### config.mk
export PLATFORM = sky130hd
export DESIGN_NAME = host_rd_arbiter
export DESIGN_NICKNAME = d
export VERILOG_FILES = /design/src/rtl/host_rd_arbiter.sv
export SDC_FILE = /design/constraint.sdc
export NUM_CORES = 1
export LEC_CHECK = 0
export CAP_MARGIN = 20
export CORE_AREA = 2 2 472 474
export CTS_CLUSTER_DIAMETER = 60
export DETAILED_ROUTE_END_ITERATION = 8
export DIE_AREA = 0 0 474 476
export HOLD_SLACK_MARGIN = 0.08
export SLEW_MARGIN = 20
export SYNTH_ARGS = -nofsm -noshare
export SYNTH_HDL_FRONTEND = slang
export SYNTH_SLANG_ARGS = --single-unit
export TNS_END_PERCENT = 30
### constraint.sdc
create_clock -name clk -period 3 [get_ports clk]
set_input_delay 0.75 -clock clk [delete_from_list [all_inputs] [get_ports clk]]
set_output_delay 0.75 -clock clk [all_outputs]
set_load 0.005 [all_outputs]
### src/rtl/host_rd_arbiter.sv
// host_rd_arbiter: round-robin I/D cache line-fill arbiter driving a single outstanding host read.
module host_rd_arbiter #(
  parameter int TIMEOUT = 1024
) (
  input  logic         clk,
  input  logic         rst_n,
  input  logic         i_rd_req,
  input  logic [31:0]  i_miss_addr,
  input  logic         d_rd_req,
  input  logic [31:0]  d_miss_addr,
  output logic         host_req_valid,
  output logic [31:0]  host_req_addr,
  input  logic         host_req_ready,
  input  logic         host_rsp_valid,
  input  logic [31:0]  host_rsp_addr,
  input  logic [511:0] host_rsp_data,
  output logic         i_fill_valid,
  output logic         d_fill_valid,
  output logic [31:0]  fill_addr,
  output logic [511:0] fill_data,
  output logic         timeout_err,
  output logic         busy
);
  localparam int CW = TIMEOUT > 1 ? $clog2(TIMEOUT) : 1;
  localparam logic [CW-1:0] CMAX = CW'(TIMEOUT - 1);
  typedef enum logic [1:0] {IDLE, ISSUE, WAIT, FILL} state_t;
  state_t state, state_nx;
  logic [31:0]   lat_addr;
  logic          gnt_d, last_d;
  logic [CW-1:0] cnt;
  logic          any_req, pick_d, rsp_hit, tmo;
  logic          unused_bits;
  assign unused_bits = ^{i_miss_addr[5:0], d_miss_addr[5:0], host_rsp_addr[5:0]};
  always_comb begin
    any_req  = i_rd_req | d_rd_req;
    // on a tie, D wins only if I was granted last
    pick_d   = d_rd_req & (~i_rd_req | ~last_d);
    rsp_hit  = host_rsp_valid & (host_rsp_addr[31:6] == lat_addr[31:6]);
    tmo      = 1'b0;
    state_nx = state;
    case (state)
      IDLE:    state_nx = any_req ? ISSUE : IDLE;
      ISSUE:   state_nx = host_req_ready ? WAIT : ISSUE;
      WAIT: begin
        tmo      = ~rsp_hit & (cnt == CMAX);
        state_nx = rsp_hit ? FILL : (tmo ? IDLE : WAIT);
      end
      default: state_nx = IDLE;
    endcase
  end
  always_ff @(posedge clk or negedge rst_n)
    if (!rst_n) state <= IDLE;
    else state <= state_nx;
  always_ff @(posedge clk or negedge rst_n) begin
    if (!rst_n) begin
      lat_addr  <= '0;
      gnt_d     <= 1'b0;
      last_d    <= 1'b1;
      cnt       <= '0;
      fill_addr <= '0;
      fill_data <= '0;
    end else begin
      if (state == IDLE && any_req) begin
        lat_addr <= {(pick_d ? d_miss_addr[31:6] : i_miss_addr[31:6]), 6'b0};
        gnt_d    <= pick_d;
        last_d   <= pick_d;
      end
      if (state == ISSUE && host_req_ready) cnt <= '0;
      if (state == WAIT && cnt != CMAX) cnt <= cnt + 1'b1;
      if (state == WAIT && rsp_hit) begin
        fill_addr <= lat_addr;
        fill_data <= host_rsp_data;
      end
    end
  end
  assign host_req_valid = state == ISSUE;
  assign host_req_addr  = lat_addr;
  assign i_fill_valid   = state == FILL && !gnt_d;
  assign d_fill_valid   = state == FILL && gnt_d;
  assign timeout_err    = tmo;
  assign busy           = state != IDLE;
endmodule
---- Yosys cells after proc, flatten, opt, wreduce, memory -nomap -nowiden ----
Index checks and enable logic that the tools add are counted.
operators by class
  add/subtract/negate cells ............... 1
  equality and inequality tests ........... 6
  mux-type cells .......................... 9
  bitwise logic cells ..................... 8
  reductions and logical operators ........ 10
operator list
  kind                                                  number
  equality test 26 bit                                  1
  2-to-1 mux 26 bit                                     1
  2-to-1 mux 10 bit                                     2
  adder 10 x 1 -> 10 bit (second input constant)        1
  equality test 10 bit (second input constant)          1
  != test 10 bit (second input constant)                1
  logical AND 1 bit                                     6
  2-to-1 mux 2 bit                                      3
  case mux 2 bit (3 select lines)                       1
  equality test 2 bit (second input constant)           2
  nonzero test 2 bit                                    2
  bitwise AND 1 bit                                     3
  NOT 1 bit                                             3
  equality test 2 x 1 -> 1 bit (second input constant)  1
  zero test 2 bit                                       1
  2-to-1 mux 1 bit                                      2
  OR 1 bit                                              2
  zero test 1 bit                                       1
word-level totals
  register bits ........................... 578
  input port bits ......................... 614
  output and inout bits ................... 581
  word-level logic and storage cells ...... 41

---- Longest topological paths before layout ----
  word-level depth ........................ 7
  depth in mapped cells ................... 8
  gate-level depth less buffers ........... 6

---- Least setup slack after synthesis ----
Ideal clock, no wire load.
  kind .................................... in2reg
  start ................................... input port host_rsp_addr[19]
  end ..................................... register fill_addr[10]
  library setup time ...................... 0.125 ns
  arrival ................................. 2.185 ns
  slack ................................... 0.690 ns
  stages .................................. 8
  buffers on the path ..................... 3
  cells stage by stage .................... xnor2_1 > o2111ai_1 > nor4_2 > nand4_1 > buf_6 > buf_12 > buf_12 > mux2_4
on the way
  longest elaborated chain between the ends .. 3
ends and longest elaborated chain
  element                 line  source
  start: declaration      15    input logic [31:0] host_rsp_addr,
  equality test 26 bit    38    rsp_hit = host_rsp_valid & (host_rsp_addr[31:6] == lat_addr[31:6]);
  bitwise AND 1 bit       38
  logical AND 1 bit       70    if (state == WAIT && rsp_hit) begin
  end signal: assignment  71    fill_addr <= lat_addr;
  end: declaration        19    output logic [31:0] fill_addr,
Every way passes these cells.
A chain may end at the register's enable or synchronous reset.

---- Worst setup path after layout ----
  start ................................... input port host_rsp_addr[6]
  end ..................................... output port timeout_err
on the way
  longest elaborated chain between the ends .. 5
ends and longest elaborated chain
  element               line  source
  equality test 26 bit  38
  bitwise AND 1 bit     38
  NOT 1 bit             45    tmo = ~rsp_hit & (cnt == CMAX);
  bitwise AND 1 bit     45
  2-to-1 mux 1 bit      41    case (state)
  end: declaration      21    output logic timeout_err,
Every way passes these cells.

==> out/qor.yml <==
status: "finished, violations left"
violations: "negative setup slack"
grt_util_all_layers_pct: 15.1
tritoncts: "yes"
synth_cells: 1388
cap_violations: 0
ys_seq_elements: 578
synth_top_cell_by_area: "dfrtp_1"
viasPerCell: 3.15
hpwl_um: 155000
wl_um: 177000
final_nets: 3271
drcViolationCount: 0
drv_slew: 0
critPathCaptureType: "primary output"
initial_utilization_pct: 11.2
grt_max_degree: 82
ys_warn_count: 0
first_pass_iters: 5
drtIter0Drc: 836
crit_path_max_fanout: 2
yosysUniqueCellTypes: 37
fp-row-count: 173
vias: 18200
antenna_left: 0
htreeDepth: 3
p_leak_nw: 19.8
wl_per_cell_um: 30.6
root_buffer: "clkbuf_16"
clk_latency_ns: 0.70
relSlewSlack_pct: 52.9
hold_violations: 0
fin_crit_ns: 3.13
yosysSeqAreaShare_pct: 58.4
worst_pin_slew_ns: 0.707
hold_path_class: "reg2reg"
core_area_mm2: 0.221
clk_pin_slew_ns: 0.05
timing.fmax_mhz: 319
p_per_area_mw_per_mm2: 508
drive_gt1_share_pct: 28.9
cts_buffers: 86
arrival_ns: 2.38
grt_pass1_wl_um: 216000
routabilityCongestion: 0.823
crit_type: "in2out"
clock_sinks: 578
dieArea_mm2: 0.226
syn_area_mm2: 0.0248
netlist.area_leader.share_pct: 58.3
die_w_um: 474
synth.area.top_cells: "dfrtp_1 (58%), mux2_4 (30%), buf_12 (3.6%)"
hold_ws_ns: 0.501
dieHeight_um: 476
portBuffers: 1164
finalPower_mw: 21.9
clock_skew_ns: 0.0242
critPathLaunchType: "primary input"
ioPinCount: 1195
cp.required_ns: 2.25
rsz0062_at_grt: "true"
grt-ovfl-total: 0
antenna_found_initial: 328
synthToLayoutAreaGrowth_pct: 73.9
synth.avg_cell_area_um2: 17.8
peakVddDrop_uv: 426
clk_path_buf_depth: 3
min_period_over_period_pct: 104
grt_pass1_vias: 18700
setup_slack_ns: -0.131
finalSetupViolCount: 1
-- area by class of cell --
type | instances | area [µm²]
fill | 23800 | 178000
clock buffer | 102 | 2320
clock inverter | 51 | 601
inverter | 5 | 18.8
sequential | 578 | 14500
timing repair buffer | 1251 | 12600
tap | 2975 | 3720
antenna | 65 | 163
multi-input combinational | 734 | 9180
-- placed cells by master (no fill, tap or decap), drive strengths merged, types with 15 or more instances in the layout --
| master | n |
|---|---|
| nand2 | 15 |
| xnor2 | 23 |
| clkbuf | 102 |
| clkdlybuf4s50 | 1158 |
| mux2i | 26 |
| dfrtp | 577 |
| buf | 88 |
| mux2 | 538 |
| a21oi | 28 |
| clkinv | 18 |
| inv | 22 |
| diode | 65 |
| nor2 | 37 |
-- routing by layer --
metal	vias to the layer above	part of all wire [%]	GRT usage [%]	wire length (µm)
li1	7547	-	-	-
met1	8590	33	14.1	58000
met2	1175	43	23.4	76000
met3	557	19	14.0	33100
met4	296	4.2	4.97	7400
met5	-	1.1	0	1950
-- state kept, by name, indices dropped and copies added (netlist names) --
| name | flops |
|---|---|
| host_req_addr | 26 |
| last_d | 1 |
| cnt | 10 |
| gnt_d | 1 |
| fill_addr | 26 |
| state | 2 |
| fill_data | 512 |
-- cells by family after synthesis --
kind of cell             count (synthesis)  synth area share, %
AO/OA/AOI/OAI                           51                 1.13
XOR/XNOR                                25                0.884
adder cells (fa/ha/maj)                  1               0.0505
buffers and inverters                   87                 4.96
flip-flops                             578                 58.4
multiplexers                           564                 33.1
other                                    1               0.0151
AND/OR/NAND/NOR                         81                 1.51
-- where the power goes --
group / internal (mW) / total, mW / switching [mW]
logic: 1.59 / 3.00 / 1.41
registers: 8.04 / 8.38 / 0.344
clock network: 6.30 / 10.5 / 4.21
total: 15.9 / 21.9 / 5.97
-- path summary, 6_finish.rpt --
check | start | end | slack, ns | cells past startpoint
max | host_rsp_addr[6] | timeout_err | -0.13 | 7
min | fill_data[478] | fill_data[478] | 0.50 | 1
max reg2reg | host_req_addr[27] | fill_data[266] | 0.45 | 7
min reg2reg | fill_data[478] | fill_data[478] | 0.50 | 1
max in group asynchronous | rst_n | host_req_addr[24] | 1.27 | 3
min in group asynchronous | rst_n | fill_data[77] | 0.56 | 2
-- metrics by stage --
stage,instances,TNS [ns],utilization (%),worst slack [ns],instance area (µm²)
final,5761,-0.131,19.5,-0.131,43100
after global placement,5541,-253.62,18.1,-0.545,39900
after global routing,5713,-0.235,19.4,-0.235,43000
after floorplan,1399,0,-,0.690,24800
after detailed placement,5541,-226.51,18.1,-0.498,39900
after CTS,5696,-0.238,19.4,-0.238,42900
-- worst max-delay path: stages --
cell	delay, ns
clkdlybuf4s50_1	0.45
xnor2_2	0.21
nand4_1	0.29
nor3_4	0.27
nand3_2	0.09
and3b_1	0.19
buf_6	0.13
-- cell usage after synthesis, drive strengths merged --
master and n:
nor4 2, a21boi 1, buf 75, o211ai 1, nand2 15, and2 1, dfstp 1, clkbuf 7
o21ai 13, dfrtp 577, nand4 5, o2111ai 1, and3b 1, xor2 2, o41ai 1, a21oi 28
conb 1, nor2b 4, ha 1, nor3 2, mux2i 26, a31oi 2, xnor2 23, nand2b 6
o31ai 4, nand3 7, nor2 37, inv 5, or2 1, mux2 538
-- timing repair --
item                       in CTS  in global routing
buffers inserted                1                  0
resized for setup              14                  1
hold buffers                    1                  0
hold endpoints to repair       15                  0
setup endpoints to repair       4                  1
gates cloned                    0                  0
pin swaps                       6                  2
No activity file was read; power rests on OpenSTA's default activity.
==> patch 1: new RTL, same flow settings <==
The parameter `TIMEOUT` goes from 1024 to 512.
--- a/src/rtl/host_rd_arbiter.sv
+++ b/src/rtl/host_rd_arbiter.sv
@@ -1,6 +1,6 @@
 // host_rd_arbiter: round-robin I/D cache line-fill arbiter driving a single outstanding host read.
 module host_rd_arbiter #(
-  parameter int TIMEOUT = 1024
+  parameter int TIMEOUT = 512
 ) (
   input  logic         clk,
   input  logic         rst_n,
Formal check against the unedited RTL: no difference found for any inputs over 4 cycles, from zero or initial values and one cycle with rst_n low; that may be too few to reach the edited logic, so the function may still have changed.
==> patch 1 against the unedited design <==
  * Area after synthesis fell by 0.60%
  * Sequential share of layout area shrank 0.071 points
  * Critical endpoint unchanged
  * Design area barely moved
  * Clock skew is 0.0072 ns higher
  * Sequential cell count fell by 1
  * Critical path depth unchanged
  * Worst setup slack worse by 0.062 ns
  * Worst hold slack worse by 0.0024 ns
  * Power up 1.6%
  * Largest power group unchanged
  * Highest routed layer unchanged
  * The flow still finishes with violations (negative setup slack)
  * Routed wire length down 2.3%
  * Count of clock-buffer cells in the layout rose by 12
==> patch 1: results (changes against the unedited design) <==
Placement
  • IO Port Bufs: 1164 (unchanged)
  • GPL Wtd Cong: 0.8359 (was 0.8231)
  • Placed Cells: 5512 (was 5541)
  • Post-DP HPWL: 151200 µm (was 154800 µm)
  • Dpl ws: -0.7329 ns (was -0.4983 ns)

Clock tree
  • Total CTS buffers: 88 (was 86)

Run status
  • Status: finished, violations left (unchanged)
  • Failing checks: negative setup slack (unchanged)

Global route
  • Global-route usage over all layers: 14.75% (was 15.12%)
  • Vias in the first global route: 18270 (was 18700)
  • Largest net degree at the start of global routing: 90 (was 82)
  • Initial antenna violation count: 315 (was 328)
  • First-pass GRT wire length: 210700 µm (was 215900 µm)

Worst setup path
  • Arr. time, crit path: 2.44 ns (was 2.38 ns)
  • Worst Setup SP: host_rsp_addr[19] (was host_rsp_addr[6])
  • Reg2reg path depth: 9 (was 7)
  • Worst reg2reg startpoint: host_req_addr[25] (was host_req_addr[27])

Power
  • LEAKAGE: 19.77 nW (was 19.76 nW)
  • Int Power: 16.15 mW (was 15.92 mW)
  • Maximum VDD drop: 0.0003558 V (was 0.0004257 V)

Yosys
  • FFs w/ async S/R, synth: 100.0% (unchanged)
  • Sequential share of the synthesized area: 58.65% (was 58.40%)
  • Area contributors post-synth: dfrtp_1 (59%), mux2_4 (30%), buf_12 (3.6%) (was dfrtp_1 (58%), mux2_4 (30%), buf_12 (3.6%))
  • Syn_area_per_cell: 18.01 µm² (was 17.85 µm²)
  • Yosys cell types: 33 (was 37)
  • Commonest cells in the netlist: dfrtp_1 (576), mux2_4 (498), buf_12 (44) (was dfrtp_1 (577), mux2_4 (498), buf_12 (45))

Timing
  • Setup TNS Final: -0.1927 ns (was -0.1307 ns)
  • Worst clock skew: 0.03140 ns (was 0.02416 ns)
  • Final WS setup: -0.1927 ns (was -0.1307 ns)
  • Worst-margin pin slew: 0.6535 ns (was 0.7068 ns)
  • Final setup fails: 1 (unchanged)

Detailed routing
  • Drt total wl: 172400 µm (was 176500 µm)
  • Vias: 17990 (was 18170)
  • Vias per inst: 3.136 (was 3.153)
  • Drt initial violations: 806 (was 836)
  • Pre-antenna DRT Iters: 5 (unchanged)

Final layout
  • Largest Register: fill_data (unchanged)
  • Max reg flops: 512 (unchanged)
  • Final #Nets: 3245 (was 3271)
  • Fill cells: 23820 (was 23790)
  • Share of cells above drive strength 1: 28.71% (was 28.89%)

Worst hold path
  • Min-Delay Startpoint: cnt[7] (was fill_data[478])
## patch 1: cell types whose count changed after synthesis, sizes merged, moves of 2 or more
cell,unedited run,this run
nand2b,6,1
nand3,7,2
nand4,5,10
nand2,15,11
o21ai,13,9
nor2,37,34
a22o,0,2
a31oi,2,4
inv,5,3
o31ai,4,2
## patch 1: cell families after synthesis
| group | after synthesis | synth area share (%) |
|---|---|---|
| AOI/OAI and AO/OA | 49 | 1.098 |
| xor gates and xnor gates | 26 | 0.9249 |
| adders and majority gates | 2 | 0.1016 |
| buffers and inverters | 84 | 4.782 |
| DFF | 577 | 58.65 |
| muxes | 564 | 33.25 |
| other | 1 | 0.01523 |
| and+or+nand+nor | 64 | 1.179 |
## patch 1: worst paths after layout
| check | endpoint | slack, ns |
|---|---|---|
| worst max-delay path | timeout_err | -0.19 |
| worst min-delay path | cnt[7] | 0.50 |
| worst max register to register | fill_data[305] | 0.29 |
| worst min register to register | cnt[7] | 0.50 |
| max in group asynchronous | fill_data[234] | 1.39 |
| min in group asynchronous | fill_data[87] | 0.53 |
## patch 1: metal layers
layer / track usage (%) / up-vias / wire length (µm)
met5: 0 / - / 1848
met4: 4.373 / 288 / 5454
met3: 13.88 / 532 / 33600
met2: 23.96 / 1201 / 78950
met1: 12.90 / 8504 / 52560
li1: - / 7461 / -
## patch 1: worst max-delay path: stages
cell and delay [ns]:
clkdlybuf4s50_1 0.50, xnor2_2 0.13, nand4_1 0.26, nor4_4 0.38
buf_4 0.19, a31oi_4 0.08, buf_6 0.14
## patch 1: power by group through the flow
stage	registers [mW]	clock network, mW	logic (mW)
after floorplan	8.37	0	0.658
after global placement	8.43	0	3.09
after detailed placement	8.43	0	3.10
after CTS	8.31	11.3	3.16
after global routing	8.33	11.5	3.27
final	8.30	10.9	3.03
## patch 1: stage by stage
| step | util, % | instance area (µm²) |
|---|---|---|
| 2_1_floorplan | - | 24660 |
| 3_3_place_gp | 18.00 | 39780 |
| 3_5_place_dp | 18.00 | 39780 |
| 4_1_cts | 19.43 | 42940 |
| 5_1_grt | 19.44 | 42970 |
| 6_report | 19.50 | 43090 |
## patch 1: area by class of cell
| cell class | instances | share of cell area (%) |
|---|---|---|
| antenna | 61 | 0.3543 |
| clock buffer | 114 | 5.642 |
| clock inverter | 46 | 1.495 |
| inverter | 3 | 0.02613 |
| multi-input combinational | 717 | 21.18 |
| sequential | 577 | 33.52 |
| tap | 2975 | 8.639 |
| timing repair buffer | 1242 | 29.15 |
## patch 1: timing repair
item                                    in CTS  in global routing
hold buffers                                 1                  0
buffers inserted                             1                  0
hold endpoints to repair                    31                  0
resized for setup                           15                  0
cloned                                       0                  0
endpoints found under the setup margin     172                  1
pin swaps                                    4                  1
==> patch 2: new RTL, config.mk and constraints unchanged <==
Without the edit above. Encoding of `state_t`: now one-hot (4 bits for 4 states).
--- a/src/rtl/host_rd_arbiter.sv
+++ b/src/rtl/host_rd_arbiter.sv
@@ -23,7 +23,7 @@
 );
   localparam int CW = TIMEOUT > 1 ? $clog2(TIMEOUT) : 1;
   localparam logic [CW-1:0] CMAX = CW'(TIMEOUT - 1);
-  typedef enum logic [1:0] {IDLE, ISSUE, WAIT, FILL} state_t;
+  typedef enum logic [3:0] {IDLE = 4'b0001, ISSUE = 4'b0010, WAIT = 4'b0100, FILL = 4'b1000} state_t;
   state_t state, state_nx;
   logic [31:0]   lat_addr;
   logic          gnt_d, last_d;
Behaviour: same outputs for any inputs over 4 cycles, from zero or initial values and one cycle with rst_n low; so few cycles prove little.
==> patch 2 against the unedited design <==
  * Worst setup slack got worse by 0.27 ns
  * Worst hold slack worse by 0.010 ns
  * Utilization rose by 0.86 points
  * The flow still finishes with violations (negative setup slack)
  * Power rose by 2.0%
  * Sequential cell count up 2
  * Sequential share of layout area decreased by 1.3 points
  * Clock power up 4%
  * Highest routed layer unchanged
  * First-iteration DRC count is 14% lower
  * Count of clock-buffer cells in the layout is 8 higher
  * Synthesized cell count shrank 0.29%
  * Area after synthesis grew 0.88%
  * Design area is 4.4% higher
  * Routed wire length is 1.8% lower
==> patch 2: results (changes against the unedited design) <==
Run status
  • Status: finished, violations left (unchanged)
  • Failing checks: negative setup slack (unchanged)

Placement
  • Placed Cells: 5535 (was 5541)
  • Placed instance area: 40040 µm² (was 39920 µm²)
  • Post-DP HPWL: 145900 µm (was 154800 µm)

Timing
  • Worst clock skew: 0.04590 ns (was 0.02416 ns)
  • Setup TNS Final: -140.33 ns (was -0.1307 ns)
  • Final WS setup: -0.4002 ns (was -0.1307 ns)
  • Final setup fails: 540 (was 1)

Worst setup path
  • R2R Setup Slk: -0.34 ns (was 0.45 ns)
  • Max FO, Critical Path: 8 (was 2)
  • Worst path max stage delay: 0.56 ns (was 0.45 ns)
  • Arr. time, crit path: 4.00 ns (was 2.38 ns)
  • CP top delay family: buffers and inverters (was simple AND/OR/NAND/NOR gates)
  • Slowest-stage cell, CP: or4_4 (was clkdlybuf4s50_1)
  • Worst Setup SP: host_rsp_addr[16] (was host_rsp_addr[6])
  • Worst reg2reg startpoint: host_req_addr[20] (was host_req_addr[27])

Power
  • Sw power: 6.012 mW (was 5.968 mW)
  • Total Power: 22.33 mW (was 21.89 mW)

Final layout
  • Final #Nets: 3331 (was 3271)
  • Fill cells: 23690 (was 23790)

Yosys
  • Commonest cells in the netlist: dfrtp_1 (578), mux2_4 (520), buf_12 (55) (was dfrtp_1 (577), mux2_4 (498), buf_12 (45))
  • Compound-gate portion of the synthesized area: 1.097% (was 1.131%)
  • Area contributors post-synth: dfrtp_1 (58%), mux2_4 (31%), buf_12 (4.4%) (was dfrtp_1 (58%), mux2_4 (30%), buf_12 (3.6%))
  • Yosys cell types: 36 (was 37)

Global route
  • Largest net degree at the start of global routing: 102 (was 82)
  • Global-route usage over all layers: 14.68% (was 15.12%)
  • Vias in the first global route: 18590 (was 18700)

Detailed routing
  • Vias: 18210 (was 18170)
  • Drt initial violations: 715 (was 836)
==> patch 2: worst min path at each step <==
stage,start,to,slack [ns],cells after the start
floorplan,rst_n,cnt[0],0.45,0
global placement,cnt[9],cnt[9],0.48,1
detailed placement,cnt[9],cnt[9],0.49,1
CTS,cnt[9],cnt[9],0.49,1
global route,fill_data[135],fill_data[135],0.51,1
finish,cnt[9],cnt[9],0.49,1
==> patch 2: layer usage <==
| layer | up-vias | global-route usage, % | wire [µm] | part of all wire (%) |
|---|---|---|---|---|
| li1 | 7665 | - | - | - |
| met1 | 8672 | 13.37 | 54410 | 31 |
| met2 | 1127 | 24.47 | 81120 | 47 |
| met3 | 494 | 12.65 | 31080 | 18 |
| met4 | 248 | 3.572 | 5150 | 3.0 |
| met5 | - | 0 | 1587 | 0.92 |
==> patch 2: kinds of logic (layout without fill, tap and decap cells) <==
logic type,after synthesis,after routing
muxes,566,566
AOI/OAI and AO/OA,51,51
DFF,580,580
and+or+nand+nor,74,74
adders and majority gates,1,1
other,1,52
buffers and inverters,84,1477
xor gates and xnor gates,27,27
==> patch 2: repair_timing <==
action | 4_1_cts | 5_1_grt
gates resized for setup | 70 | 67
gates cloned | 28 | 14
endpoints found under the hold margin | 24 | 0
setup buffers | 19 | 13
setup endpoints to repair | 543 | 543
pin swaps | 10 | 8
hold buffers | 1 | 0
==> patch 2: cell type report <==
cell class                      count  area (µm²)  share of cell area, %
Inverter                            2       7.507                0.01669
Multi-Input combinational cell    731        9336                  20.76
Timing Repair Buffer             1315       14200                  31.57
Tap cell                         2975        3722                  8.278
Clock inverter                     50       694.4                  1.544
Antenna cell                       40       100.1                 0.2226
Clock buffer                      110        2394                  5.323
Sequential cell                   580       14520                  32.28
